## src/rtl/multdiv_pkg.sv

```systemverilog
// ---------------------------------------------------------------------------
// multdiv_pkg
//   Shared definitions for the iterative multiply/divide control sequencer:
//   FSM state encoding, default iteration counts and default counter width.
// ---------------------------------------------------------------------------
package multdiv_pkg;

    typedef enum logic [1:0] {
        IDLE = 2'd0,
        LOAD = 2'd1,
        RUN  = 2'd2,
        DONE = 2'd3
    } state_t;

    localparam int DEF_MULT_STEPS = 32;
    localparam int DEF_DIV_STEPS  = 32;
    localparam int DEF_CNT_W      = 6;

endpackage : multdiv_pkg

```

## src/rtl/down_counter_load.sv

```systemverilog
// ---------------------------------------------------------------------------
// down_counter_load
//   Loadable down-counter with terminal-count flag.
//   Ports:
//     clk       rising-edge clock
//     reset     asynchronous active-high reset (value -> 0)
//     load      synchronous load of load_val (priority over decrement)
//     load_val  value to load
//     en        decrement enable
//     value     current count
//     tc        terminal count, high when value == 0
// ---------------------------------------------------------------------------
module down_counter_load
    import multdiv_pkg::*;
#(
    parameter int CNT_W = DEF_CNT_W
) (
    input  logic             clk,
    input  logic             reset,
    input  logic             load,
    input  logic [CNT_W-1:0] load_val,
    input  logic             en,
    output logic [CNT_W-1:0] value,
    output logic             tc
);

    always_ff @(posedge clk or posedge reset) begin
        if (reset) begin
            value <= '0;
        end else if (load) begin
            value <= load_val;
        end else if (en) begin
            value <= value - 1'b1;
        end
    end

    assign tc = (value == '0);

endmodule : down_counter_load

```

## src/rtl/multdiv_seq.sv

```systemverilog
// ---------------------------------------------------------------------------
// multdiv_seq
//   Control sequencer for the iterative multiplier/divider. Accepts start
//   pulses, strobes the datapath load/step, counts iterations down with a
//   loadable counter and pulses result_rdy when the result is valid.
//   Ports:
//     clk, reset     clock, asynchronous active-high reset
//     ctrl_MULT      start multiply (single-cycle pulse, wins over ctrl_DIV)
//     ctrl_DIV       start divide (single-cycle pulse)
//     divisor_zero   datapath flag, sampled in the LOAD cycle
//     load_ops       datapath: latch operands / init accumulators
//     step_en        datapath: perform one iteration this cycle
//     op_div         1 = current/last op is divide
//     remaining      iterations left after the current one
//     busy           high in LOAD and RUN
//     result_rdy     one-cycle result-valid pulse
//     exception      qualifies result_rdy: divide by zero
// ---------------------------------------------------------------------------
module multdiv_seq
    import multdiv_pkg::*;
#(
    parameter int MULT_STEPS = DEF_MULT_STEPS,
    parameter int DIV_STEPS  = DEF_DIV_STEPS,
    parameter int CNT_W      = DEF_CNT_W
) (
    input  logic             clk,
    input  logic             reset,
    input  logic             ctrl_MULT,
    input  logic             ctrl_DIV,
    input  logic             divisor_zero,
    output logic             load_ops,
    output logic             step_en,
    output logic             op_div,
    output logic [CNT_W-1:0] remaining,
    output logic             busy,
    output logic             result_rdy,
    output logic             exception
);

    // Counter preload is STEPS-1 so that remaining==0 marks the last step.
    localparam logic [CNT_W-1:0] MULT_LD = CNT_W'(MULT_STEPS - 1);
    localparam logic [CNT_W-1:0] DIV_LD  = CNT_W'(DIV_STEPS - 1);

    state_t           state, state_nxt;
    logic             start;
    logic             div_zero;
    logic             exc_flag;
    logic             cnt_load;
    logic             cnt_en;
    logic [CNT_W-1:0] cnt_ld_val;
    logic             cnt_tc;

    assign start    = ctrl_MULT | ctrl_DIV;
    assign div_zero = op_div & divisor_zero;

    // ---------------- state register ----------------
    always_ff @(posedge clk or posedge reset) begin
        if (reset) begin
            state <= IDLE;
        end else begin
            state <= state_nxt;
        end
    end

    // ---------------- next-state logic ----------------
    always_comb begin
        state_nxt = state;
        if (start) begin
            // A start in any state (re)launches; an op in flight is abandoned.
            state_nxt = LOAD;
        end else begin
            case (state)
                IDLE:    state_nxt = IDLE;
                LOAD:    state_nxt = div_zero ? DONE : RUN;
                RUN:     state_nxt = cnt_tc ? DONE : RUN;
                DONE:    state_nxt = IDLE;
                default: state_nxt = IDLE;
            endcase
        end
    end

    // ---------------- output decode ----------------
    always_comb begin
        load_ops   = 1'b0;
        step_en    = 1'b0;
        busy       = 1'b0;
        result_rdy = 1'b0;
        exception  = 1'b0;
        case (state)
            LOAD: begin
                load_ops = 1'b1;
                busy     = 1'b1;
            end
            RUN: begin
                step_en = 1'b1;
                busy    = 1'b1;
            end
            DONE: begin
                result_rdy = 1'b1;
                exception  = exc_flag;
            end
            default: ;
        endcase
    end

    // Operation type and divide-by-zero flag. op_div is held through IDLE
    // until the next accepted start; exc_flag is refreshed in every LOAD.
    always_ff @(posedge clk or posedge reset) begin
        if (reset) begin
            op_div   <= 1'b0;
            exc_flag <= 1'b0;
        end else begin
            if (ctrl_MULT) begin
                op_div <= 1'b0;
            end else if (ctrl_DIV) begin
                op_div <= 1'b1;
            end
            if (state == LOAD) begin
                exc_flag <= div_zero;
            end
        end
    end

    // A divide-by-zero skips RUN, so load 0 to keep remaining at 0 once the
    // sequencer falls back to IDLE.
    assign cnt_load   = (state == LOAD);
    assign cnt_ld_val = div_zero ? '0 : (op_div ? DIV_LD : MULT_LD);
    assign cnt_en     = (state == RUN) & ~cnt_tc;

    down_counter_load #(
        .CNT_W (CNT_W)
    ) u_cnt (
        .clk      (clk),
        .reset    (reset),
        .load     (cnt_load),
        .load_val (cnt_ld_val),
        .en       (cnt_en),
        .value    (remaining),
        .tc       (cnt_tc)
    );

endmodule : multdiv_seq

```

## config.mk

```make
export PLATFORM = sky130hd
export DESIGN_NAME = multdiv_seq
export DESIGN_NICKNAME = d
export VERILOG_FILES = /design/src/rtl/multdiv_pkg.sv /design/src/rtl/down_counter_load.sv /design/src/rtl/multdiv_seq.sv
export SDC_FILE = /design/constraint.sdc
export NUM_CORES = 1
export LEC_CHECK = 0
export BUFFER_PORTS_ARGS = -buffer_cell sky130_fd_sc_hd__buf_2
export CORE_AREA = 2 2 39 41
export DETAILED_ROUTE_END_ITERATION = 7
export DIE_AREA = 0 0 41 43
export PLACE_DENSITY = 0.7
export SYNTH_ARGS = -nofsm -noshare
export SYNTH_HDL_FRONTEND = slang
export SYNTH_SLANG_ARGS = --single-unit
```

## constraint.sdc

```tcl
create_clock -name clk -period 2.1 [get_ports clk]
set_input_delay 0.21 -clock clk [delete_from_list [all_inputs] [get_ports clk]]
set_output_delay 0.21 -clock clk [all_outputs]
set_load 0.005 [all_outputs]
```

==> Word level (Yosys, flattened, before mapping) <==
Index checks and enable logic that the tools add are counted.
{ "totals": {"in_bits": 5, "output_inout_bits": 12, "register_bits": 10} }
{ "op_classes": {"bitwise_logic": 4, "add_sub_neg": 1, "n_eq_ne": 3, "muxes": 14, "reduce_logical": 6} }
{ "op_table": {"columns": ["operator", "n"], "rows": [
  ["6-bit two-way mux", 2],
  ["1-bit two-way mux", 9],
  ["6-bit zero test", 1],
  ["2-bit one-hot mux with 3 select lines", 1],
  ["6-bit by 1-bit subtractor with 6-bit output, second input constant", 1],
  ["5-bit two-way mux", 1],
  ["2-bit equality test, second input constant", 2],
  ["2-bit nonzero test", 2],
  ["2-bit OR reduction", 2],
  ["1-bit AND", 2],
  ["2-bit by 1-bit equality test with 1-bit output, second input constant", 1],
  ["2-bit zero test", 1],
  ["2-bit two-way mux", 1],
  ["1-bit NOT", 1],
  ["1-bit OR", 1]
]} }

==> Logic depth before layout (Yosys ltp) <==
Gate-level depths: netlist of the first run.
{ "depth": {"depth_word": 5, "ltp_mapped": 6, "depth_no_buf": 5} }

==> Hierarchy <==
From an unflattened synthesis of the first run, not the netlist that was laid out.
{ "hier_totals": {"cells_unflattened": 62, "hier_area_um2": 583.1} }
{ "by_module_without_submodules": {"columns": ["mod", "seq_area_each_um2", "instances", "cells_each", "area_each_um2"], "rows": [
  ["down_counter_load", 150.1, 1, 38, 366.6],
  ["multdiv_seq", 100.1, 1, 24, 216.5]
]} }

==> Worst setup path after synthesis of the first run <==
OpenSTA, ideal clock, no wires.
{ "synth_timing": {"path_kind": "register to register", "startpoint": "register state[0]", "endpoint": "register u_cnt.value[5]", "synth_period_minus_slack_ns": 1.684, "arrival_time_ns": 1.606, "setup_ns": 0.078, "slack_ns": 0.416, "path_stages_with_launch": 6, "path_buffers": 0, "t_required_ns": 2.022, "path_cell_list": "dfrtp_1 -> inv_1 -> ha_1 -> or3b_4 -> or4_1 -> a21oi_1"} }
{ "synth_via": {"elab_chain_len": 3} }
{ "synth_rtl": {"columns": ["item", "line_no", "source"], "rows": [
  ["from (decl)", "multdiv_seq.sv:44", "state_t state, state_nxt;"],
  ["from (signal assigned)", "multdiv_seq.sv:61", "state <= state_nxt;"],
  ["2-bit equality test", "multdiv_seq.sv:128", "assign cnt_en = (state == RUN) & ~cnt_tc;"],
  ["1-bit AND", "multdiv_seq.sv:128", null],
  ["2-bit nonzero test (no line)", null, null],
  ["to (signal assigned)", "down_counter_load.sv:31", "value <= load_val;"],
  ["to (signal assigned)", "down_counter_load.sv:33", "value <= value - 1'b1;"],
  ["to (decl)", "down_counter_load.sv:23", "output logic [CNT_W-1:0] value,"]
]} }
Several ways; a longest one is shown, not always the timed one.
A chain may end at the register's enable or synchronous reset.

==> Worst setup path in the final report of the first run <==
{ "layout_timing": {"startpoint": "register state[0]", "endpoint": "register u_cnt.value[3]"} }
The elaborated chain is that of the path after synthesis.

==> results.py, run 1 <==
metrics = {
    "final_layout": {
        "drive_gt1_share_pct": 29.3,
        "area_growth_pct": 26.2,
        "stdcell_count": 98,
        "antenna_cells": 0,
        "num-fill-cells": 130,
        "layout.nets": 93,
    },
    "synthesis": {
        "syn_area_sq_um": 588,
        "synthDistinctLibCells": 28,
        "yosys-top-cells-area": "dfrtp_1, ha_1, inv_1, o31a_1, a21oi_1",
        "synth_edf_count": 0,
        "syn-num-nets": 71,
        "yosysSeqAreaShare_pct": 42.6,
        "yosysTopAreaCell": "dfrtp_1",
        "syn_area_per_cell_sq_um": 9.64,
        "ys_warn_count": 0,
        "synth-async-reset-ratio_pct": 100,
        "synth_seq_cells": 10,
        "synthFlopType": "dfrtp_1",
        "synth_top_cell_area_share_pct": 42.6,
        "synthCells": 61,
    },
    "setup_path": {
        "start_kind": "register",
        "path_max_fanout": 8,
        "endpoint_kind": "register",
        "r2r_start": "state[0]",
        "crit_buf_inv": 1,
        "critPathArrivalTime_ns": 1.99,
        "cp_slowest_stage_delay_ns": 0.43,
        "reg2reg_depth": 5,
        "cp.required_ns": 2.30,
        "cp_top_family": "compound AO/OA/AOI/OAI gates",
        "critPathSlowestCell": "or3b_4",
        "worstReg2RegEnd": "u_cnt.value[3]",
        "r2r_slack_ns": 0.31,
        "worstSetupPathType": "reg -> reg",
        "path_cells": "inv_1 > ha_1 > or3b_4 > a2111oi_1 > o31a_1",
    },
    "clocking": {
        "clk_pin_slew_ns": 0.07,
        "cts-root-buf": "clkbuf_4",
        "cts_resized": 0,
        "cts_made_buffers": 3,
        "postCtsHoldBufs": 1,
        "cts_setup_buffers": 0,
        "h-tree-depth": 1,
        "cts_buffer_depth": 2,
        "cts_tree": "yes",
        "cts.sinks": 10,
        "clock_latency_ns": 0.27,
    },
    "timing": {
        "tns_ns": 0,
        "rsz0062_at_grt": "false",
        "finalHoldViolCount": 0,
        "setup_violations": 0,
        "finalCritPeriodShare_pct": 85.0,
        "tightest_slew_ns": 0.414,
        "period_needed_ns": 1.79,
        "maxSlewHeadroom_pct": 72.4,
        "slew_viol_final": 0,
        "fmax_mhz": 560,
        "skew_ns": 0.00344,
    },
    "drt": {
        "totalWireLength_um": 1250,
        "drc_errors": 0,
        "drtAntennaViolNets": 0,
        "vias": 522,
        "drt_iter0_drc": 9,
        "wl_per_cell_um": 12.8,
        "drtPass1Iterations": 4,
        "via_per_inst": 5.33,
    },
    "die": {
        "dieHeight_um": 43,
        "start_util_pct": 42.5,
        "boundaryPins": 17,
        "rows": 14,
        "die-area_sq_um": 1760,
        "die-width_um": 41,
        "core-area_sq_um": 1380,
    },
    "global_route": {
        "antenna_found_initial": 0,
        "grt_pass1_vias": 439,
        "grt_max_degree": 14,
        "grt_usage_pct": 16.8,
        "grt_pass1_wl_um": 1910,
        "gr-total-overflow": 0,
    },
    "power": {
        "power_leakage_nw": 0.349,
        "power_density_nw_per_um2": 635,
        "max-vdd-ir-drop_v": 0.000294,
    },
    "min_path": {
        "min-delay-start": "ctrl_MULT",
        "hold_path_end": "state[1]",
        "min_path_type": "in -> reg",
        "min_path_cells": 2,
    },
    "placement": {
        "gp_congestion": 0.676,
        "io_buffers": 16,
        "placed_cells": 93,
        "hpwl_um": 908,
    },
    "status": {
        "status": "finished, final reports clean",
    },
    "flow_run": {
        "maxCapViolations": 0,
    },
}
[area by class of cell]
cell class                      count  area (sq um)  area share [%]
Sequential cell                    10           250            33.7
Multi-Input combinational cell     42           304            41.0
Clock buffer                        4          36.3            4.89
Inverter                            7          26.3            3.54
Timing Repair Buffer               19           105            14.2
Tap cell                           16          20.0            2.70
[worst register-to-register path, cell delays in order (launching register included)]
cell and delay, ns:
dfrtp_1 0.40, inv_1 0.07, ha_1 0.27, or3b_4 0.43
a2111oi_1 0.37, o31a_1 0.19
[layout by cell type, fill, tap and decap left out, types with 2 or more instances in the layout]
cell and n:
buf_2 16, dfrtp_1 10, inv_1 7, ha_1 5, nor2_1 4, nand3_1 3, a21oi_1 3, clkbuf_4 3
nor3_1 2, a21boi_0 2, nand3b_1 2, o21a_1 2, o31a_1 2, o21ai_0 2, buf_4 2
[registers in the layout, summed over array words and instances, names as in the netlist]
signal,count
exc_flag,1
op_div,1
u_cnt.value,6
state,2
[synth_stat cells, drive strengths merged, types with 2 or more instances]
master	instances
a21boi	2
clkbuf	2
o21a	2
nand3	3
dfrtp	10
o31a	2
inv	7
nand3b	2
a21oi	3
o21ai	2
ha	5
nor2	4
nor3	2
[metrics by stage]
stage / power (W) / util (%) / hold WS, ns / setup WS, ns / area [sq um]
final: 0.000471 / 53.6 / 0.119 / 0.314 / 742
after global routing: 0.000506 / 53.6 / 0.108 / 0.228 / 742
after CTS: 0.000480 / 53.6 / 0.112 / 0.301 / 742
after detailed placement: 0.000299 / 50.3 / 0.212 / 0.321 / 696
after global placement: 0.000297 / 50.3 / 0.205 / 0.398 / 696
after floorplan: 0.000266 / - / 0.0502 / 0.416 / 588
[how the worst max path moves through the flow]
stage,startpoint,to,slack (ns),cells past startpoint
4_1_cts,state[0],u_cnt.value[3],0.30,5
5_1_grt,state[0],u_cnt.value[5],0.23,5
6_report,state[0],u_cnt.value[3],0.31,5
3_3_place_gp,state[0],u_cnt.value[5],0.40,5
2_1_floorplan,state[0],u_cnt.value[5],0.42,5
3_5_place_dp,state[0],u_cnt.value[3],0.32,5
[cell families (layout without fill, tap and decap cells)]
logic type	after synthesis	in the layout	synth area share, %
AND/OR/NAND/NOR	21	21	21.3
AO/OA/AOI/OAI	16	16	19.8
flip-flops	10	10	42.6
buffers and inverters	9	30	5.75
adder cells (fa/ha/maj)	5	5	10.6
[layer usage]
| layer | vias up | track usage, % | part of all wire [%] |
|---|---|---|---|
| li1 | 261 | - | - |
| met1 | 241 | 21.7 | 46 |
| met2 | 18 | 23.8 | 47 |
| met3 | 2 | 4.71 | 5.6 |
| met4 | 0 | 10.0 | 0.88 |
| met5 | - | 0 | 0 |
[power breakdown]
group | internal (W) | total (W) | switching (W)
combinational | 0.0000350 | 0.0000726 | 0.0000376
clock | 0.000105 | 0.000176 | 0.0000705
sequential | 0.000207 | 0.000223 | 0.0000160
(Power assumes the default switching activity.)
==> inputs of run 2 (changes only) <==
--- a/config.mk
+++ b/config.mk
@@ -10,6 +10,7 @@
 export DETAILED_ROUTE_END_ITERATION = 7
 export DIE_AREA = 0 0 41 43
 export PLACE_DENSITY = 0.7
+export SETUP_SLACK_MARGIN = 0.3
 export SYNTH_ARGS = -nofsm -noshare
 export SYNTH_HDL_FRONTEND = slang
 export SYNTH_SLANG_ARGS = --single-unit
==> constraint.sdc (replaced) <==
create_clock -name clk -period 2.1 [get_ports clk]
set_input_delay 0.42 -clock clk [delete_from_list [all_inputs] [get_ports clk]]
set_output_delay 0.42 -clock clk [all_outputs]
set_load 0.005 [all_outputs]
==> results.py, run 2 (synthesis gave the netlist of run 1 again) <==
metrics = {
    "timing": {
        "setup_violations": 0,
        "skew_ns": 0.00393,
        "fmax_mhz": 575,
        "period_needed_ns": 1.74,
        "finalHoldViolCount": 0,
        "slew_viol_final": 0,
        "tightest_slew_ns": 0.394,
        "rsz0062_at_grt": "true",
        "maxSlewHeadroom_pct": 73.7,
        "tns_ns": 0,
        "finalCritPeriodShare_pct": 82.8,
        "whs_ns": 0.120,
    },
    "power": {
        "p_sw_w": 0.000123,
        "p_sw_share_pct": 26.2,
        "p_comb_share_pct": 15.4,
        "p_int_w": 0.000347,
        "seqPwrFrac_pct": 47.4,
        "power_density_nw_per_um2": 638,
        "max-vdd-ir-drop_v": 0.000293,
        "power_leakage_nw": 0.341,
        "clkPwrFrac_pct": 37.2,
    },
    "clocking": {
        "cts_made_buffers": 3,
        "cts_buffer_depth": 2,
        "h-tree-depth": 1,
        "postCtsHoldBufs": 0,
        "cts.sinks": 10,
        "clk_pin_slew_ns": 0.07,
        "cts-root-buf": "clkbuf_4",
        "clock_latency_ns": 0.27,
        "cts_tree": "yes",
    },
    "setup_path": {
        "start_kind": "register",
        "critPathSlowestCell": "or3b_4",
        "cp_slowest_stage_delay_ns": 0.41,
        "path_max_fanout": 8,
        "worstReg2RegEnd": "u_cnt.value[3]",
        "cp.required_ns": 2.30,
        "worstSetupPathType": "reg -> reg",
        "path_cells": "inv_1 > ha_2 > or3b_4 > a2111oi_1 > o31a_1",
        "setup.worst_path.start": "state[0]",
        "worstSetupPathDepth": 5,
        "r2r_start": "state[0]",
        "reg2reg_depth": 5,
        "endpoint_kind": "register",
        "r2r_slack_ns": 0.36,
        "critPathArrivalTime_ns": 1.94,
        "cp_top_family": "compound AO/OA/AOI/OAI gates",
        "crit_buf_inv": 1,
    },
    "final_layout": {
        "layout.nets": 92,
        "largest_reg_flops": 6,
        "postLayoutCellArea_sq_um": 737,
        "num-fill-cells": 129,
        "final_common_cell": "buf_2",
        "drive_gt1_share_pct": 32.1,
        "area_growth_pct": 25.3,
        "antenna_cells": 0,
        "regMostFlops": "u_cnt.value",
        "top_regs": "u_cnt.value (6), state (2)",
        "final_cell_mix": "buf_2, dfrtp_1, inv_1",
        "utilization_pct": 53.3,
        "stdcell_count": 97,
    },
    "drt": {
        "via_per_inst": 5.34,
        "drtAntennaViolNets": 0,
        "drtPass1Iterations": 4,
        "wl_per_cell_um": 12.8,
        "vias": 518,
        "drc_errors": 0,
        "drt_iter0_drc": 9,
        "totalWireLength_um": 1240,
    },
    "global_route": {
        "gr-total-overflow": 0,
        "grt_pass1_wl_um": 1910,
        "grt_max_degree": 14,
        "grt_pass1_vias": 439,
        "grt_usage_pct": 16.8,
        "antenna_found_initial": 0,
    },
    "die": {
        "core-area_sq_um": 1380,
        "die-width_um": 41,
        "start_util_pct": 42.5,
        "boundaryPins": 17,
        "die-area_sq_um": 1760,
        "dieHeight_um": 43,
        "rows": 14,
    },
    "placement": {
        "detailed_place.area_sq_um": 696,
        "io_buffers": 16,
        "hpwl_um": 908,
        "gp_congestion": 0.676,
        "placed_cells": 93,
    },
    "status": {
        "status": "finished, final reports clean",
    },
    "min_path": {
        "min_path_type": "in -> async",
    },
    "flow_run": {
        "maxCapViolations": 0,
    },
}
## run 2: cell types whose count changed in the layout (fill, tap and decap cells not counted), sizes merged
cell	before	now
dlygate4sd3	1	0
## run 2: metrics by stage
stage               setup WS (ns)  power [W]
global placement            0.398   0.000297
global route                0.287   0.000506
finish                      0.361   0.000470
detailed placement          0.321   0.000299
CTS                         0.301   0.000478
floorplan                   0.416   0.000266
## run 2: worst register-to-register path, delay by kind of cell (launching register included)
kind            cells  cell delay [ns]
compound gates      2             0.56
fa+ha+maj           1             0.23
buf+inv             1             0.07
flops               1             0.40
simple gates        1             0.41
## run 2: area by class of cell
class                           instances  area, sq um  area share [%]
Multi-Input combinational cell         42          309            41.9
Sequential cell                        10          250            34.0
Timing Repair Buffer                   18         95.1            12.9
Clock buffer                            4         36.3            4.92
Inverter                                7         26.3            3.57
Tap cell                               16         20.0            2.72
## run 2: how the worst max path moves through the flow
stage	to
2_1_floorplan	u_cnt.value[5]
6_report	u_cnt.value[3]
4_1_cts	u_cnt.value[3]
5_1_grt	u_cnt.value[5]
3_5_place_dp	u_cnt.value[3]
3_3_place_gp	u_cnt.value[5]
## run 2: power by group through the flow
| stage | combinational, W | sequential [W] | clock [W] |
|---|---|---|---|
| 2_1_floorplan | 0.0000413 | 0.000225 | 0 |
| 3_3_place_gp | 0.0000711 | 0.000226 | 0 |
| 3_5_place_dp | 0.0000727 | 0.000226 | 0 |
| 4_1_cts | 0.0000730 | 0.000223 | 0.000183 |
| 5_1_grt | 0.0000824 | 0.000226 | 0.000198 |
| 6_report | 0.0000723 | 0.000223 | 0.000175 |
## run 2: layer usage
metal	vias up	GRT usage, %	share of wire [%]
met3	2	4.71	5.2
met2	16	23.8	47
met5	-	0	0
met1	240	21.7	47
li1	260	-	-
met4	0	10.0	0.89
## run 2: what timing repair did
item / 4_1_cts / 5_1_grt
gates resized for setup: 0 / 2
buffers inserted: 0 / 0
setup endpoints to repair: 0 / 3
